## src/rtl/muldiv_unit.sv

```systemverilog
// Radix-2 iterative multiply/divide unit that owns the HI/LO registers.
// One bit per clock over a shared 2*WIDTH accumulator, with a start/busy/done handshake.
module muldiv_unit #(
  parameter int WIDTH = 32
) (
  input  logic             clk,
  input  logic             rst,
  input  logic             start,
  input  logic [5:0]       func,
  input  logic [WIDTH-1:0] gr1,
  input  logic [WIDTH-1:0] gr2,
  output logic             busy,
  output logic             done,
  output logic             div_by_zero,
  output logic [WIDTH-1:0] hi,
  output logic [WIDTH-1:0] lo
);

  localparam logic [5:0] F_MULT  = 6'h18;
  localparam logic [5:0] F_MULTU = 6'h19;
  localparam logic [5:0] F_DIV   = 6'h1A;
  localparam logic [5:0] F_DIVU  = 6'h1B;
  localparam logic [5:0] F_MTHI  = 6'h11;
  localparam logic [5:0] F_MTLO  = 6'h13;
  localparam logic [5:0] LAST_IT = 6'(WIDTH - 1);

  typedef enum logic [1:0] {
    S_IDLE = 2'd0,
    S_RUN  = 2'd1,
    S_FIX  = 2'd2
  } state_t;

  state_t               state_r;
  logic [5:0]           cnt_r;
  logic [2*WIDTH-1:0]   acc_r;
  logic [WIDTH-1:0]     opnd_r;
  logic                 is_div_r, neg_q_r, neg_r_r;
  logic [WIDTH-1:0]     hi_r, lo_r;
  logic                 busy_r, done_r, dbz_r;

  logic                 op_mul_s, op_div_s, op_signed_s, op_mthi_s, op_mtlo_s, op_valid_s;
  logic                 a_neg_s, b_neg_s;
  logic [WIDTH-1:0]     a_mag_s, b_mag_s;
  logic [WIDTH:0]       shift_s, mul_sum_s;
  logic                 rem_ge_s;
  logic [WIDTH-1:0]     rem_diff_s;
  logic [2*WIDTH-1:0]   acc_next_s, prod_s;
  logic [WIDTH-1:0]     fix_hi_s, fix_lo_s;

  // Decode funct field and form operand magnitudes for signed ops
  always_comb begin
    op_mul_s    = 1'b0;
    op_div_s    = 1'b0;
    op_signed_s = 1'b0;
    op_mthi_s   = 1'b0;
    op_mtlo_s   = 1'b0;
    case (func)
      F_MULT:  begin op_mul_s = 1'b1; op_signed_s = 1'b1; end
      F_MULTU: op_mul_s = 1'b1;
      F_DIV:   begin op_div_s = 1'b1; op_signed_s = 1'b1; end
      F_DIVU:  op_div_s = 1'b1;
      F_MTHI:  op_mthi_s = 1'b1;
      F_MTLO:  op_mtlo_s = 1'b1;
      default: op_mul_s = 1'b0;
    endcase
    op_valid_s = op_mul_s | op_div_s | op_mthi_s | op_mtlo_s;
    a_neg_s    = op_signed_s & gr1[WIDTH-1];
    b_neg_s    = op_signed_s & gr2[WIDTH-1];
    a_mag_s    = a_neg_s ? ({WIDTH{1'b0}} - gr1) : gr1;
    b_mag_s    = b_neg_s ? ({WIDTH{1'b0}} - gr2) : gr2;
  end

  // One iteration: acc holds {partial, multiplier} for mult and {remainder, quotient} for div
  always_comb begin
    shift_s    = acc_r[2*WIDTH-1:WIDTH-1];
    rem_ge_s   = shift_s >= {1'b0, opnd_r};
    rem_diff_s = shift_s[WIDTH-1:0] - opnd_r;
    if (acc_r[0]) begin
      mul_sum_s = {1'b0, acc_r[2*WIDTH-1:WIDTH]} + {1'b0, opnd_r};
    end else begin
      mul_sum_s = {1'b0, acc_r[2*WIDTH-1:WIDTH]};
    end
    if (is_div_r) begin
      if (rem_ge_s) begin
        acc_next_s = {rem_diff_s, acc_r[WIDTH-2:0], 1'b1};
      end else begin
        acc_next_s = {shift_s[WIDTH-1:0], acc_r[WIDTH-2:0], 1'b0};
      end
    end else begin
      acc_next_s = {mul_sum_s, acc_r[WIDTH-1:1]};
    end
  end

  // Sign correction applied when leaving RUN
  always_comb begin
    prod_s = neg_q_r ? ({(2*WIDTH){1'b0}} - acc_r) : acc_r;
    if (is_div_r) begin
      fix_lo_s = neg_q_r ? ({WIDTH{1'b0}} - acc_r[WIDTH-1:0]) : acc_r[WIDTH-1:0];
      fix_hi_s = neg_r_r ? ({WIDTH{1'b0}} - acc_r[2*WIDTH-1:WIDTH]) : acc_r[2*WIDTH-1:WIDTH];
    end else begin
      fix_lo_s = prod_s[WIDTH-1:0];
      fix_hi_s = prod_s[2*WIDTH-1:WIDTH];
    end
  end

  // Control FSM, operand latch, iteration and HI/LO update
  always_ff @(posedge clk or posedge rst) begin
    if (rst) begin
      state_r  <= S_IDLE;
      cnt_r    <= 6'd0;
      acc_r    <= {(2*WIDTH){1'b0}};
      opnd_r   <= {WIDTH{1'b0}};
      is_div_r <= 1'b0;
      neg_q_r  <= 1'b0;
      neg_r_r  <= 1'b0;
      hi_r     <= {WIDTH{1'b0}};
      lo_r     <= {WIDTH{1'b0}};
      busy_r   <= 1'b0;
      done_r   <= 1'b0;
      dbz_r    <= 1'b0;
    end else begin
      done_r <= 1'b0;
      case (state_r)
        S_IDLE: begin
          if (start && op_valid_s) begin
            done_r <= 1'b1;
            if (op_div_s && (gr2 == {WIDTH{1'b0}})) begin
              dbz_r <= 1'b1;
            end else if (op_mthi_s) begin
              dbz_r <= 1'b0;
              hi_r  <= gr1;
            end else if (op_mtlo_s) begin
              dbz_r <= 1'b0;
              lo_r  <= gr1;
            end else begin
              // Arithmetic op: done comes from FIX instead
              done_r   <= 1'b0;
              dbz_r    <= 1'b0;
              busy_r   <= 1'b1;
              state_r  <= S_RUN;
              cnt_r    <= 6'd0;
              is_div_r <= op_div_s;
              neg_q_r  <= a_neg_s ^ b_neg_s;
              neg_r_r  <= a_neg_s;
              acc_r    <= {{WIDTH{1'b0}}, (op_div_s ? a_mag_s : b_mag_s)};
              opnd_r   <= op_div_s ? b_mag_s : a_mag_s;
            end
          end else begin
            state_r <= S_IDLE;
          end
        end
        S_RUN: begin
          acc_r <= acc_next_s;
          cnt_r <= cnt_r + 6'd1;
          if (cnt_r == LAST_IT) begin
            state_r <= S_FIX;
          end else begin
            state_r <= S_RUN;
          end
        end
        S_FIX: begin
          hi_r    <= fix_hi_s;
          lo_r    <= fix_lo_s;
          done_r  <= 1'b1;
          busy_r  <= 1'b0;
          cnt_r   <= 6'd0;
          state_r <= S_IDLE;
        end
        default: begin
          busy_r  <= 1'b0;
          state_r <= S_IDLE;
        end
      endcase
    end
  end

  assign busy        = busy_r;
  assign done        = done_r;
  assign div_by_zero = dbz_r;
  assign hi          = hi_r;
  assign lo          = lo_r;

endmodule

```

## config.mk

```make
export PLATFORM = sky130hd
export DESIGN_NAME = muldiv_unit
export DESIGN_NICKNAME = d
export VERILOG_FILES = /design/src/rtl/muldiv_unit.sv
export SDC_FILE = /design/constraint.sdc
export NUM_CORES = 1
export LEC_CHECK = 0
export BUFFER_PORTS_ARGS = -buffer_cell sky130_fd_sc_hd__buf_2
export CELL_PAD_IN_SITES_DETAIL_PLACEMENT = 1
export CELL_PAD_IN_SITES_GLOBAL_PLACEMENT = 2
export CORE_UTILIZATION = 33
export CTS_BUF_LIST = sky130_fd_sc_hd__clkbuf_16
export CTS_CLUSTER_DIAMETER = 50
export DETAILED_ROUTE_END_ITERATION = 10
export GPL_ROUTABILITY_DRIVEN = 1
export PLACE_DENSITY = 0.8
export SLEW_MARGIN = 20
export SYNTH_ARGS = -nofsm -noshare
export SYNTH_HDL_FRONTEND = slang
export SYNTH_SLANG_ARGS = --single-unit
```

## constraint.sdc

```tcl
create_clock -name clk -period 4.51 [get_ports clk]
set_input_delay 0.2255 -clock clk [delete_from_list [all_inputs] [get_ports clk]]
set_output_delay 0.2255 -clock clk [all_outputs]
set_load 0.005 [all_outputs]
```

==> flow_summary.yaml <==
outcome:
  status: "finished clean"
cells_and_area:
  fillCellCount: 5682
  antenna_cells: 0
  multi_input_area_um2: 10300
  layout-drive-gt1-share_pct: 12.6
  layout.nets: 2217
  seq_area_um2: 4360
  area_growth_pct: 12.3
synth:
  synthFlopType: "dfrtp_1"
  yosysTopAreaCellShare_pct: 28.1
  yosysWarningCount: 0
  synth_area_leaders: "dfrtp_1, a21oi_1, nand2_1, ha_1, o21ai_0"
  netlist.top_cell.by_area: "dfrtp_1"
  synth_most_common_cell: "nand2_1"
  synth_top_family_by_area: "compound AO/OA/AOI/OAI gates"
  syn_avg_cell_area_um2: 7.72
  ys_ff_latch: 174
  seq_area_frac_synth_pct: 28.1
  synth.area.mux_share_pct: 4.75
  netlist_area_um2: 15500
  synth.distinct_cells: 75
  synthTopCellsByCount: "nand2_1, a21oi_1, nor2_1"
  synth_compound_area_share_pct: 26.8
  syn_nets: 2151
  synth_edf_count: 0
  syn_inst: 2007
  synth_xor_area_share_pct: 8.93
  synth-simple-area-share_pct: 20.2
  synthAdderAreaFrac_pct: 5.83
  synth-async-reset-ratio_pct: 100
power_and_ir_drop:
  max-vdd-ir-drop_uv: 466
  p_leak_uw: 0.00735
  power_uw: 13600
  powerDensity_nw_per_um2: 784
global_routing:
  grt_pass1_vias: 16100
  antenna_found_initial: 1
  grt_pass1_wl_mm: 99.4
  grt_max_degree: 116
  overflow: 0
  track_usage_pct: 27.5
critical_path:
  r2r_setup_slack_ps: 720
  cp_data_arrival_time_ps: 4160
  cp.required_ps: 4880
  reg2reg_depth: 8
  reg2reg_from: "acc_r[8]"
  path_class: "reg2reg"
  end_kind: "flop"
  path_max_fanout: 8
  critPathLaunchType: "flop"
  r2r_end: "hi[30]"
detailed_routing:
  totalWireLength_mm: 64.8
  ant_nets: 0
  drc: 0
  vias: 15900
  vias_per_cell: 5.91
  post_drt_wl_per_cell_um: 24.1
  drt-initial-drc-count: 1060
  first_pass_iters: 5
timing:
  period_share_pct: 84.1
  worst_pin_slew_ps: 1080
  period_needed_ps: 3790
  relSlewSlack_pct: 28.0
  rsz0062_at_grt: "false"
  maxSlewViolCount: 0
  fin_setup_tns_ps: 0
  setup_violations: 0
  finalHoldViolCount: 0
  worst_clock_skew_ps: 18.0
  max_freq_ghz: 0.264
hold_path:
  hold_path_depth: 3
  hold_end: "hi[14]"
  hp-start: "gr1[14]"
  hold_class: "in2reg"
cts:
  clk_latency_ps: 470
  cts_buffers: 17
  cts-root-buf: "clkbuf_16"
  cts_buffer_depth: 2
  post_cts_buffers: 0
  htreeDepth: 4
  clkTransAtPathRegs_ps: 80
  cts_tree: "built"
  cts.sinks: 174
  cts_resized: 0
run:
  maxCapViolCount: 0
die:
  die_y_um: 219
  initial_core_util_pct: 33.4
  io_pins: 140
  dieArea_um2: 47800
  core_um2: 46500
  die_w_um: 219
  rows: 79
place:
  place_congestion: 0.926
  io_buffers: 139
  dpl.hpwl_mm: 50.7
-- sequential cells by signal (all words and copies together) (netlist names) --
| register | cells |
|---|---|
| cnt_r | 6 |
| div_by_zero | 1 |
| hi | 32 |
| neg_q_r | 1 |
| is_div_r | 1 |
| lo | 32 |
| acc_r | 64 |
| opnd_r | 32 |
| neg_r_r | 1 |
| busy | 1 |
| done | 1 |
| state_r | 2 |
-- cell usage in the layout (no fill, tap or decap), drive strengths merged, types with 23 or more instances in the layout --
| master | n |
|---|---|
| a21o | 28 |
| a21oi | 192 |
| buf | 188 |
| dfrtp | 174 |
| ha | 69 |
| inv | 78 |
| mux2i | 60 |
| nand2 | 237 |
| nand3 | 28 |
| nor2 | 184 |
| nor3 | 38 |
| o211ai | 40 |
| o21ai | 163 |
| o221ai | 23 |
| o31ai | 33 |
| xnor2 | 88 |
| xor2 | 70 |
-- cells by family (layout without fill, tap and decap cells) --
| logic type | after synthesis | in the layout |
|---|---|---|
| and+or+nand+nor | 665 | 665 |
| AOI/OAI and AO/OA | 651 | 651 |
| buffers and inverters | 216 | 295 |
| DFF | 174 | 174 |
| xor gates and xnor gates | 158 | 158 |
| muxes | 72 | 72 |
| adders and majority gates | 71 | 71 |
-- per-layer routing --
metal / up-vias / share of wire, % / global-route usage [%]
met4: 0 / 3.5 / 10.3
met5: - / 0 / 0
met3: 84 / 4.8 / 4.63
met2: 401 / 47 / 44.5
met1: 8000 / 45 / 36.4
li1: 7422 / - / -
-- worst max-delay path by stage --
stage	start	to	cells past startpoint	slack [ps]
3_3_place_gp	gr2[13]	is_div_r	10	600
3_5_place_dp	gr2[13]	state_r[0]	9	560
2_1_floorplan	gr2[13]	acc_r[10]	9	1120
6_report	acc_r[8]	hi[30]	8	720
4_1_cts	acc_r[8]	hi[7]	9	800
5_1_grt	acc_r[8]	hi[10]	8	510
-- layout make-up --
| class | count | share of cell area [%] |
|---|---|---|
| multi-input cells | 1617 | 59.4 |
| repair buffers | 189 | 6.39 |
| inverters | 74 | 1.62 |
| well taps | 607 | 4.36 |
| clock inverters | 15 | 0.712 |
| clock buffers | 17 | 2.44 |
| flip-flops and latches | 174 | 25.0 |
-- critical path: stages (launching register included) --
cell and delay, ps:
dfrtp_1 470, or4_1 620, nor4b_1 550, nand2b_1 170, or4_1 590, nor4_1 550, a21oi_1 270, and3_1 260
nor3_1 200
-- stage by stage --
stage               cell area (µm²)  utilization (%)  setup slack [ps]  hold slack (ps)  std cells
floorplan                     15500                -              1120              365       2007
global placement              16800             36.2               604              453       2660
detailed placement            16800             36.2               563              449       2660
CTS                           17400             37.4               798             92.4       2693
global route                  17400             37.5               514              127       2693
finish                        17400             37.5               717              125       2693
-- where the power goes --
group	leakage [µW]	switching (µW)	internal, µW
logic	0.00491	5520	3610
registers	0.00216	870	2150
clock network	0.000281	722	759
total	0.00735	7110	6530
-- what timing repair did --
action                                 4_1_cts  5_1_grt
hold buffers                                 1        0
setup endpoints to repair                    0        0
endpoints found under the hold margin       18        0
Note: power is estimated with default switching activity, not from simulation.
